[src/rtl/clk_freq_meter_pkg.sv]
// Shared definitions for the clock frequency meter: FSM state codes,
// a debug view of the states, and default counter/gate widths.
package clk_freq_meter_pkg;

    localparam int CNT_W_DEF  = 16;
    localparam int GATE_W_DEF = 16;

    localparam logic [1:0] ST_IDLE  = 2'd0;
    localparam logic [1:0] ST_COUNT = 2'd1;
    localparam logic [1:0] ST_DONE  = 2'd2;

    typedef enum logic [1:0] {
        IDLE  = ST_IDLE,
        COUNT = ST_COUNT,
        DONE  = ST_DONE
    } fm_state_e;

endpackage

[src/rtl/clk_freq_meter_if.sv]
// Measurement request/result bundle of the frequency meter.
// master: gate_len/start/target/tol out, busy/valid/count/overflow/in_range in.
interface clk_freq_meter_if
    import clk_freq_meter_pkg::*;
#(
    parameter int CNT_W  = CNT_W_DEF,
    parameter int GATE_W = GATE_W_DEF
);
    logic [GATE_W-1:0] gate_len;
    logic              start;
    logic [CNT_W-1:0]  target;
    logic [CNT_W-1:0]  tol;
    logic              busy;
    logic              valid;
    logic [CNT_W-1:0]  count;
    logic              overflow;
    logic              in_range;

    modport master (
        output gate_len, start, target, tol,
        input  busy, valid, count, overflow, in_range
    );

    modport slave (
        input  gate_len, start, target, tol,
        output busy, valid, count, overflow, in_range
    );
endinterface

[src/rtl/clk_freq_meter_sync.sv]
// Synchronizes meas_clk into the reference domain and flags rising edges.
// Ports: clk_i, rst_i (sync, active-high), async_i, edge_o (1-cycle pulse).
module clk_edge_sync #(
    parameter int STAGES = 2
) (
    input  logic clk_i,
    input  logic rst_i,
    input  logic async_i,
    output logic edge_o
);
    logic [STAGES-1:0] sync_q;
    logic [STAGES-1:0] sync_d;
    logic              prev_q;

    assign sync_d = {sync_q[STAGES-2:0], async_i};

    always_ff @(posedge clk_i) begin
        if (rst_i) begin
            sync_q <= '0;
            prev_q <= 1'b0;
        end else begin
            sync_q <= sync_d;
            prev_q <= sync_q[STAGES-1];
        end
    end

    assign edge_o = sync_q[STAGES-1] & ~prev_q;
endmodule

[src/rtl/clk_freq_meter.sv]
// Counts meas_clk rising edges over a gate of clk_in cycles and flags the
// result against target +/- tol. Ports: clk_in, rst, meas_clk, bus (slave).
// FREQ_METER_CONT_EN: back-to-back windows while start stays high.
module clk_freq_meter
    import clk_freq_meter_pkg::*;
#(
    parameter int CNT_W       = CNT_W_DEF,
    parameter int GATE_W      = GATE_W_DEF,
    parameter int SYNC_STAGES = 2
) (
    input  logic            clk_in,
    input  logic            rst,
    input  logic            meas_clk,
    clk_freq_meter_if.slave bus
);
    logic              edge_w;
    logic [1:0]        state_q, state_d;
    logic [GATE_W-1:0] gate_q, gate_d;
    logic [CNT_W-1:0]  cnt_q, cnt_d;
    logic              ovf_q, ovf_d;
    logic [CNT_W-1:0]  tgt_q, tgt_d;
    logic [CNT_W-1:0]  tol_q, tol_d;
    logic              valid_q, valid_d;
    logic [CNT_W-1:0]  count_q, count_d;
    logic              ovfo_q, ovfo_d;
    logic              inr_q, inr_d;

    logic [CNT_W-1:0]  acc;
    logic              acc_ovf;
    logic [CNT_W:0]    diff;
    logic [CNT_W:0]    mag;
    logic              cmp_ok;
    logic              go;

    clk_edge_sync #(.STAGES(SYNC_STAGES)) u_sync (
        .clk_i   (clk_in),
        .rst_i   (rst),
        .async_i (meas_clk),
        .edge_o  (edge_w)
    );

    // An edge arriving while the counter is full is lost: that is overflow.
    assign acc_ovf = ovf_q | (edge_w & (&cnt_q));
    assign acc     = (&cnt_q) ? cnt_q : cnt_q + {{(CNT_W-1){1'b0}}, edge_w};

    // One extra bit keeps the difference from wrapping.
    assign diff   = {1'b0, acc} - {1'b0, tgt_q};
    assign mag    = diff[CNT_W] ? (~diff + 1'b1) : diff;
    assign cmp_ok = !acc_ovf && (mag <= {1'b0, tol_q});

    assign go = bus.start && (bus.gate_len != '0);

    always_comb begin
        state_d = state_q;
        gate_d  = gate_q;
        cnt_d   = cnt_q;
        ovf_d   = ovf_q;
        tgt_d   = tgt_q;
        tol_d   = tol_q;
        valid_d = 1'b0;
        count_d = count_q;
        ovfo_d  = ovfo_q;
        inr_d   = inr_q;
        unique case (state_q)
            ST_IDLE: begin
                if (go) begin
                    state_d = ST_COUNT;
                    gate_d  = bus.gate_len;
                    cnt_d   = '0;
                    ovf_d   = 1'b0;
                    tgt_d   = bus.target;
                    tol_d   = bus.tol;
                end
            end
            ST_COUNT: begin
                cnt_d  = acc;
                ovf_d  = acc_ovf;
                gate_d = gate_q - {{(GATE_W-1){1'b0}}, 1'b1};
                // Results are registered on the way into DONE so that
                // valid and the new values appear in the same cycle.
                if (gate_q == {{(GATE_W-1){1'b0}}, 1'b1}) begin
                    state_d = ST_DONE;
                    valid_d = 1'b1;
                    count_d = acc;
                    ovfo_d  = acc_ovf;
                    inr_d   = cmp_ok;
                end
            end
            ST_DONE: begin
                state_d = ST_IDLE;
`ifdef FREQ_METER_CONT_EN
                if (go) begin
                    state_d = ST_COUNT;
                    gate_d  = bus.gate_len;
                    cnt_d   = {{(CNT_W-1){1'b0}}, edge_w};
                    ovf_d   = 1'b0;
                    tgt_d   = bus.target;
                    tol_d   = bus.tol;
                end
`endif
            end
            default: state_d = ST_IDLE;
        endcase
    end

    always_ff @(posedge clk_in) begin
        if (rst) begin
            state_q <= ST_IDLE;
            gate_q  <= '0;
            cnt_q   <= '0;
            ovf_q   <= 1'b0;
            tgt_q   <= '0;
            tol_q   <= '0;
            valid_q <= 1'b0;
            count_q <= '0;
            ovfo_q  <= 1'b0;
            inr_q   <= 1'b0;
        end else begin
            state_q <= state_d;
            gate_q  <= gate_d;
            cnt_q   <= cnt_d;
            ovf_q   <= ovf_d;
            tgt_q   <= tgt_d;
            tol_q   <= tol_d;
            valid_q <= valid_d;
            count_q <= count_d;
            ovfo_q  <= ovfo_d;
            inr_q   <= inr_d;
        end
    end

    assign bus.busy     = (state_q != ST_IDLE);
    assign bus.valid    = valid_q;
    assign bus.count    = count_q;
    assign bus.overflow = ovfo_q;
    assign bus.in_range = inr_q;
endmodule

[src/flat_wrapper.sv]
// flat-port wrapper written by rule: the top's interface ports become plain ports
module clk_freq_meter_flat import clk_freq_meter_pkg::*;
#(
    parameter int CNT_W       = CNT_W_DEF,
    parameter int GATE_W      = GATE_W_DEF,
    parameter int SYNC_STAGES = 2
)
  (clk_in, rst, meas_clk, bus_gate_len, bus_start, bus_target, bus_tol, bus_busy, bus_valid, bus_count, bus_overflow, bus_in_range);
  clk_freq_meter_if #(.CNT_W(CNT_W), .GATE_W(GATE_W)) bus_i ();
  input  logic clk_in;
  input  logic rst;
  input  logic meas_clk;
  input wire logic [$bits(bus_i.gate_len)-1:0] bus_gate_len;
  input wire logic [$bits(bus_i.start)-1:0] bus_start;
  input wire logic [$bits(bus_i.target)-1:0] bus_target;
  input wire logic [$bits(bus_i.tol)-1:0] bus_tol;
  output wire logic [$bits(bus_i.busy)-1:0] bus_busy;
  output wire logic [$bits(bus_i.valid)-1:0] bus_valid;
  output wire logic [$bits(bus_i.count)-1:0] bus_count;
  output wire logic [$bits(bus_i.overflow)-1:0] bus_overflow;
  output wire logic [$bits(bus_i.in_range)-1:0] bus_in_range;
  assign bus_i.gate_len = bus_gate_len;
  assign bus_i.start = bus_start;
  assign bus_i.target = bus_target;
  assign bus_i.tol = bus_tol;
  assign bus_busy = bus_i.busy;
  assign bus_valid = bus_i.valid;
  assign bus_count = bus_i.count;
  assign bus_overflow = bus_i.overflow;
  assign bus_in_range = bus_i.in_range;
  clk_freq_meter #(.CNT_W(CNT_W), .GATE_W(GATE_W), .SYNC_STAGES(SYNC_STAGES)) u_core (.clk_in(clk_in), .rst(rst), .meas_clk(meas_clk), .bus(bus_i));
endmodule
[config.mk]
export PLATFORM = sky130hd
export DESIGN_NAME = clk_freq_meter_flat
export DESIGN_NICKNAME = d
export VERILOG_FILES = /design/src/rtl/clk_freq_meter_pkg.sv /design/src/rtl/clk_freq_meter_if.sv /design/src/rtl/clk_freq_meter_sync.sv /design/src/rtl/clk_freq_meter.sv /design/src/flat_wrapper.sv
export SDC_FILE = /design/constraint.sdc
export NUM_CORES = 1
export LEC_CHECK = 0
export CAP_MARGIN = 20
export CORE_MARGIN = 2
export CORE_UTILIZATION = 60
export DETAILED_ROUTE_END_ITERATION = 10
export DONT_BUFFER_PORTS = 1
export PLACE_DENSITY = 0.76
export SKIP_CTS_REPAIR_TIMING = 1
export SLEW_MARGIN = 20
export SYNTH_ARGS = -nofsm -noshare
export SYNTH_HDL_FRONTEND = slang
export SYNTH_HIERARCHICAL = 1
export SYNTH_SLANG_ARGS = --single-unit
[constraint.sdc]
create_clock -name clk_in -period 6.7 [get_ports clk_in]
set_input_delay 0 -clock clk_in [delete_from_list [all_inputs] [get_ports clk_in]]
set_output_delay 0 -clock clk_in [all_outputs]
set_load 0.02 [all_outputs]
=== Word-level counts from Yosys, hierarchy flattened ===
Index checks and enable logic that the tools add are counted.

* Bits in registers: 89
* Bits in latches: 0
* Memory bits (writable): 0
* Bits in read-only memories: 0
* Logic and storage cells: 52
* Memories: 0

* Add/subtract/negate cells: 4
* Multiply operators: 0
* Div/mod/pow operators: 0
* Order comparisons: 1
* Eq/ne operators: 4
* Shift-type cells: 0
* Multiplexer cells: 12
* Bitwise gates (word level): 6
* Reduce and logical (&&, ||, !) cells: 13

{| class="wikitable"
|+ Operators with widths
! kind !! count
|-
| one-hot mux 16 bit (2 select lines) || 2
|-
| two-way mux 16 bit || 3
|-
| adder 17 x 1 -> 17 bit, second input constant || 1
|-
| <= comparator 17 x 16 -> 1 bit || 1
|-
| two-way mux 17 bit || 1
|-
| NOT 17 bit || 1
|-
| subtractor 16 x 16 -> 17 bit || 1
|-
| adder 16 x 1 -> 16 bit || 1
|-
| == test 16 x 1 -> 1 bit, second input constant || 1
|-
| AND reduction 16 bit || 1
|-
| nonzero test 16 bit || 1
|-
| subtractor 16 x 1 -> 16 bit, second input constant || 1
|-
| AND reduction 2 bit || 4
|-
| two-way mux 2 bit || 2
|-
| inequality test 2 x 1 -> 1 bit, second input constant || 2
|-
| one-hot mux 2 bit (2 select lines) || 1
|-
| nonzero test 2 bit || 2
|-
| AND 1 bit || 2
|-
| == test 2 x 1 -> 1 bit, second input constant || 1
|-
| logical AND 1 bit || 2
|-
| zero test 2 bit || 1
|-
| two-way mux 1 bit || 2
|-
| NOT 1 bit || 2
|-
| one-hot mux 1 bit (2 select lines) || 1
|-
| 3 further kinds || 3
|}

=== Logic depth before layout (Yosys ltp) ===
* Depth after elaboration: 10
* Depth in mapped cells: 28
* Gate-level depth less buffers: 26

=== Hierarchy ===
Netlist, hierarchy kept.

{| class="wikitable"
|+ By module, submodules not included
! module !! instances !! cells an instance !! area an instance (um^2) !! seq. area each (um^2)
|-
| clk_freq_meter || 1 || 713 || 5,435.2 || 1,721.7
|-
| clk_edge_sync || 1 || 7 || 87.6 || 60.1
|}

=== Worst setup path after synthesis ===
OpenSTA, ideal clock, no wires.

* Kind: reg-to-reg
* From: reg u_core.cnt_q[6]
* To: reg u_core.inr_q, in the netlist u_core/bus.in_range
* Library setup time: 0.074 ns
* Arrival: 5.004 ns
* Setup slack: 1.622 ns
* Cell stages (with the launch flop): 29
* Path buffers: 3
* Period minus slack after synthesis: 5.078 ns
* Path through: dfxtp_1 -> buf_6 -> and4_4 -> and4_1 -> and4_1 -> buf_2 -> or2_2 -> nor2_1 -> xnor2_1 -> inv_1 -> ha_1 -> and3_2 -> o21ai_4 -> a211oi_4 -> o41ai_4 -> o21ai_2 -> a31o_2 -> buf_6 -> nor2_1 -> xnor2_1 -> ha_1 -> a21o_1 -> a21o_1 -> a21oi_1 -> o211ai_1 -> a21oi_1 -> o21ai_0 -> o31a_1 -> a31oi_1

* Cells in the longest elaborated chain, start to end: 8
* Elaborated cells between the ends (all ways): 12

{| class="wikitable"
|+ Ends and longest elaborated chain
! item !! RTL line !! text
|-
| start, declared || clk_freq_meter.sv:19 || <nowiki>logic [CNT_W-1:0] cnt_q, cnt_d;</nowiki>
|-
| start signal, assigned || clk_freq_meter.sv:121 || <nowiki>cnt_q <= cnt_d;</nowiki>
|-
| AND reduction 16 bit (*) || clk_freq_meter.sv:44 || <nowiki>assign acc = (&cnt_q) ? cnt_q : cnt_q + {{(CNT_W-1){1'b0}}, edge_w};</nowiki>
|-
| two-way mux 16 bit (*) || clk_freq_meter.sv:44 ||
|-
| named net u_core.acc[5] || clk_freq_meter.sv:28 || <nowiki>logic [CNT_W-1:0] acc;</nowiki>
|-
| subtractor 16 x 16 -> 17 bit (*) || clk_freq_meter.sv:47 || <nowiki>assign diff = {1'b0, acc} - {1'b0, tgt_q};</nowiki>
|-
| NOT 17 bit || clk_freq_meter.sv:48 || <nowiki>assign mag = diff[CNT_W] ? (~diff + 1'b1) : diff;</nowiki>
|-
| adder 17 x 1 -> 17 bit || clk_freq_meter.sv:48 ||
|-
| two-way mux 17 bit (*) || clk_freq_meter.sv:48 ||
|-
| <= comparator 17 x 16 -> 1 bit (*) || clk_freq_meter.sv:49 || <nowiki>assign cmp_ok = !acc_ovf && (mag <= {1'b0, tol_q});</nowiki>
|-
| logical AND 1 bit (*) || clk_freq_meter.sv:49 ||
|-
| end signal, assigned || clk_freq_meter.sv:128 || <nowiki>inr_q <= inr_d;</nowiki>
|-
| end, declared || clk_freq_meter.sv:26 || <nowiki>logic inr_q, inr_d;</nowiki>
|}

Mark *: on every way through the listed nets, which the timed path passes. The rest lies on a longest branch.
A chain may end at the register's enable or synchronous reset.

=== Worst setup path in the final report ===
Ends and elaborated chain as after synthesis.

==> reports/metrics.cfg <==
[yosys]
synth_warnings=6
netlist_area_um2=5520
seq_area_frac_synth_pct=32.3
synth_seq_cells=89
synth_nets=810
synth_top_flop_cell=dfxtp_1
synthArstFlopShare_pct=0
synth_edf_count=0
avgSynthCellArea_um2=7.67
yosysUniqueCellTypes=68
syn_inst=720

[placed_design]
gp_congestion=0.918
io_buffers=0
dpl.hpwl_um=9570

[min_path]
hp-class=in2reg
hold_depth=5

[routing]
route.detailed.drc=0
num_vias=5227
via_per_inst=6.08
first_pass_iters=5
ant_nets=0
routed_wl_um=13900
wl_per_cell_um=16.1
drt_iter0_markers=282

[critical_path]
worst_ep_arrival_time_ps=5900
crit_fanout=17
worstSetupStartpointType=flip-flop
critPathKind=reg2reg
setup.worst_path.end_class=flip-flop
reg2reg_depth=25
required_ps=6990

[clocking]
clkTransAtPathRegs_ps=90
clk_latency_ps=360
cts_tree=done
cts_buffers=9
htreeDepth=3
clockRootBuffer=clkbuf_8
cts.path.max_buffers=2
cts_sinks=89

[sta]
setup_viol=0
drv_slew=0
hold_viol=0
worst_pin_slew_ps=1080
hold_slack_ps=22.3
slew_headroom_pct=27.9
finalSetupTns_ps=0
min_period_ps=5610
period_share_pct=83.7
rsz0062_at_grt=false
fin_skew_ps=11.5
fmax_ghz=0.178

[global_route]
grt_pass1_vias=4799
grt_pass1_wl_um=21700
antenna_found_initial=0
grt-ovfl-total=0
track_usage_pct=26.6
grt_max_degree=91

[power_and_ir_drop]
finalPower_mw=1.36
p_leak_nw=2.42
cellPowerDensity_nw_per_um2=219
peakVddDrop_mv=0.134

[die]
core_area_um2=9060
dieArea_um2=9990
initial_core_util_pct=60.9
io_pins=72
dieHeight_um=99.9
die_w_um=99.9
fp-row-count=35

[flow_run]
drv_cap=0

[final_layout]
drive_gt1_share_pct=5.87
area_delta_synth_final_pct=12.3
fin_nets=834
antenna_cells=0
post-route-util_pct=68.4

[run_status]
status=finished clean

critical path, stage by stage (launching register included):
cell and delay [ps]:
dfxtp_1 490, and4_4 290, and4_1 280, and4_1 340, or2_2 190, nor2_1 60
xnor2_1 210, inv_1 90, ha_1 400, and3_2 260, o21ai_4 100, a211oi_4 340
o41ai_4 130, o21ai_2 190, a31o_2 380, nor2_1 90, xnor2_1 130, ha_1 300
a21o_1 180, a21o_1 170, a21oi_1 150, o211ai_1 110, a21oi_1 150, o21ai_0 110
o31a_1 250, a31oi_1 130
flip-flops by register name (all words and copies together), names as in the netlist:
signal                cells
u_core/tgt_q             16
u_core/bus.in_range       1
u_core/cnt_q             16
u_core/tol_q             16
u_core/bus.overflow       1
u_core/gate_q            16
u_core/u_sync/sync_q      2
u_core/bus.valid          1
u_core/ovf_q              1
u_core/state_q            2
u_core/bus.count         16
u_core/u_sync/prev_q      1
cell usage after synthesis, drive strengths merged, types with 12 or more instances:
library cell  instances  area [um^2]
clkbuf               30          113
nor4                 12         75.1
dfxtp                89         1780
nand3                25          125
nor2                 91          349
nand4                14         87.6
xnor2                23          201
inv                  42          158
o21ai                22          125
nor3                 25          146
ha                   37          463
xor2                 17          149
a21oi                86          457
nand2                88          330
cells in the final DEF (no fill, tap or decap), types with 3 or more instances in the layout:
cell type and n:
a21o_1 10, nor4_1 12, xor2_1 17, inv_1 42
and3_1 6, o21ai_0 20, nand2_1 88, nor2_2 3
nand2b_1 4, nand3_1 24, o31ai_1 3, clkbuf_8 9
nand4_1 14, a211oi_1 9, ha_1 37, a22oi_1 3
dfxtp_1 89, or3_1 7, nor2_1 88, a31oi_1 9
nor3_1 22, and2_1 3, dlygate4sd3_1 48, nor2b_1 8
o311ai_0 4, xnor2_1 23, a21oi_1 83
worst paths after layout:
path / slack [ps] / to / startpoint
setup / recovery: 1090 / u_core/bus.in_range$_SDFFE_PP0P_ / u_core/cnt_q[6]$_SDFFE_PP0P_
setup reg to reg: 1090 / u_core/bus.in_range$_SDFFE_PP0P_ / u_core/cnt_q[6]$_SDFFE_PP0P_
hold / removal: 20 / u_core/gate_q[1]$_SDFFE_PP0P_ / bus_gate_len[1]
hold reg to reg: 460 / u_core/tol_q[12]$_SDFFE_PP0P_ / u_core/tol_q[12]$_SDFFE_PP0P_
kinds of logic (layout without fill, tap and decap cells):
| group | Yosys count | count (layout) | share of synthesized area (%) |
|---|---|---|---|
| and+or+nand+nor | 303 | 303 | 26.3 |
| DFF | 89 | 89 | 32.3 |
| buffers and inverters | 80 | 109 | 6.18 |
| adders and majority gates | 38 | 38 | 8.74 |
| AOI/OAI and AO/OA | 168 | 168 | 19.8 |
| muxes | 2 | 2 | 0.385 |
| xor gates and xnor gates | 40 | 40 | 6.34 |
report_power, final:
part	total (mW)	internal [mW]	switching [mW]
clock network	0.378	0.176	0.202
registers	0.574	0.553	0.0204
logic	0.408	0.176	0.231
layout make-up:
cell class              count  area, um^2
repair buffers             51         523
clock inverters             5        63.8
multi-input cells         551        3410
fillers                   772        2860
clock buffers              11         131
well taps                 111         139
inverters                  42         158
flip-flops and latches     89        1780
routing by layer:
metal  up-vias  share of wire [%]  wire (um)  global-route usage, %
li1       2575                  -          -                      -
met2       159                 50       6890                   46.5
met5         -                  0          0                      0
met1      2460                 44       6050                   32.7
met3        33                4.4        611                   5.43
met4         0                2.4        334                   8.96
metrics by stage:
stage | instance area (um^2) | instances | setup slack [ps]
after floorplan | 5520 | 720 | 1620
after global placement | 5500 | 795 | 1370
after global routing | 6200 | 860 | 686
after detailed placement | 5500 | 795 | 1190
after CTS | 5690 | 811 | 1130
final | 6200 | 860 | 1090
No activity file was read; power rests on OpenSTA's default activity.
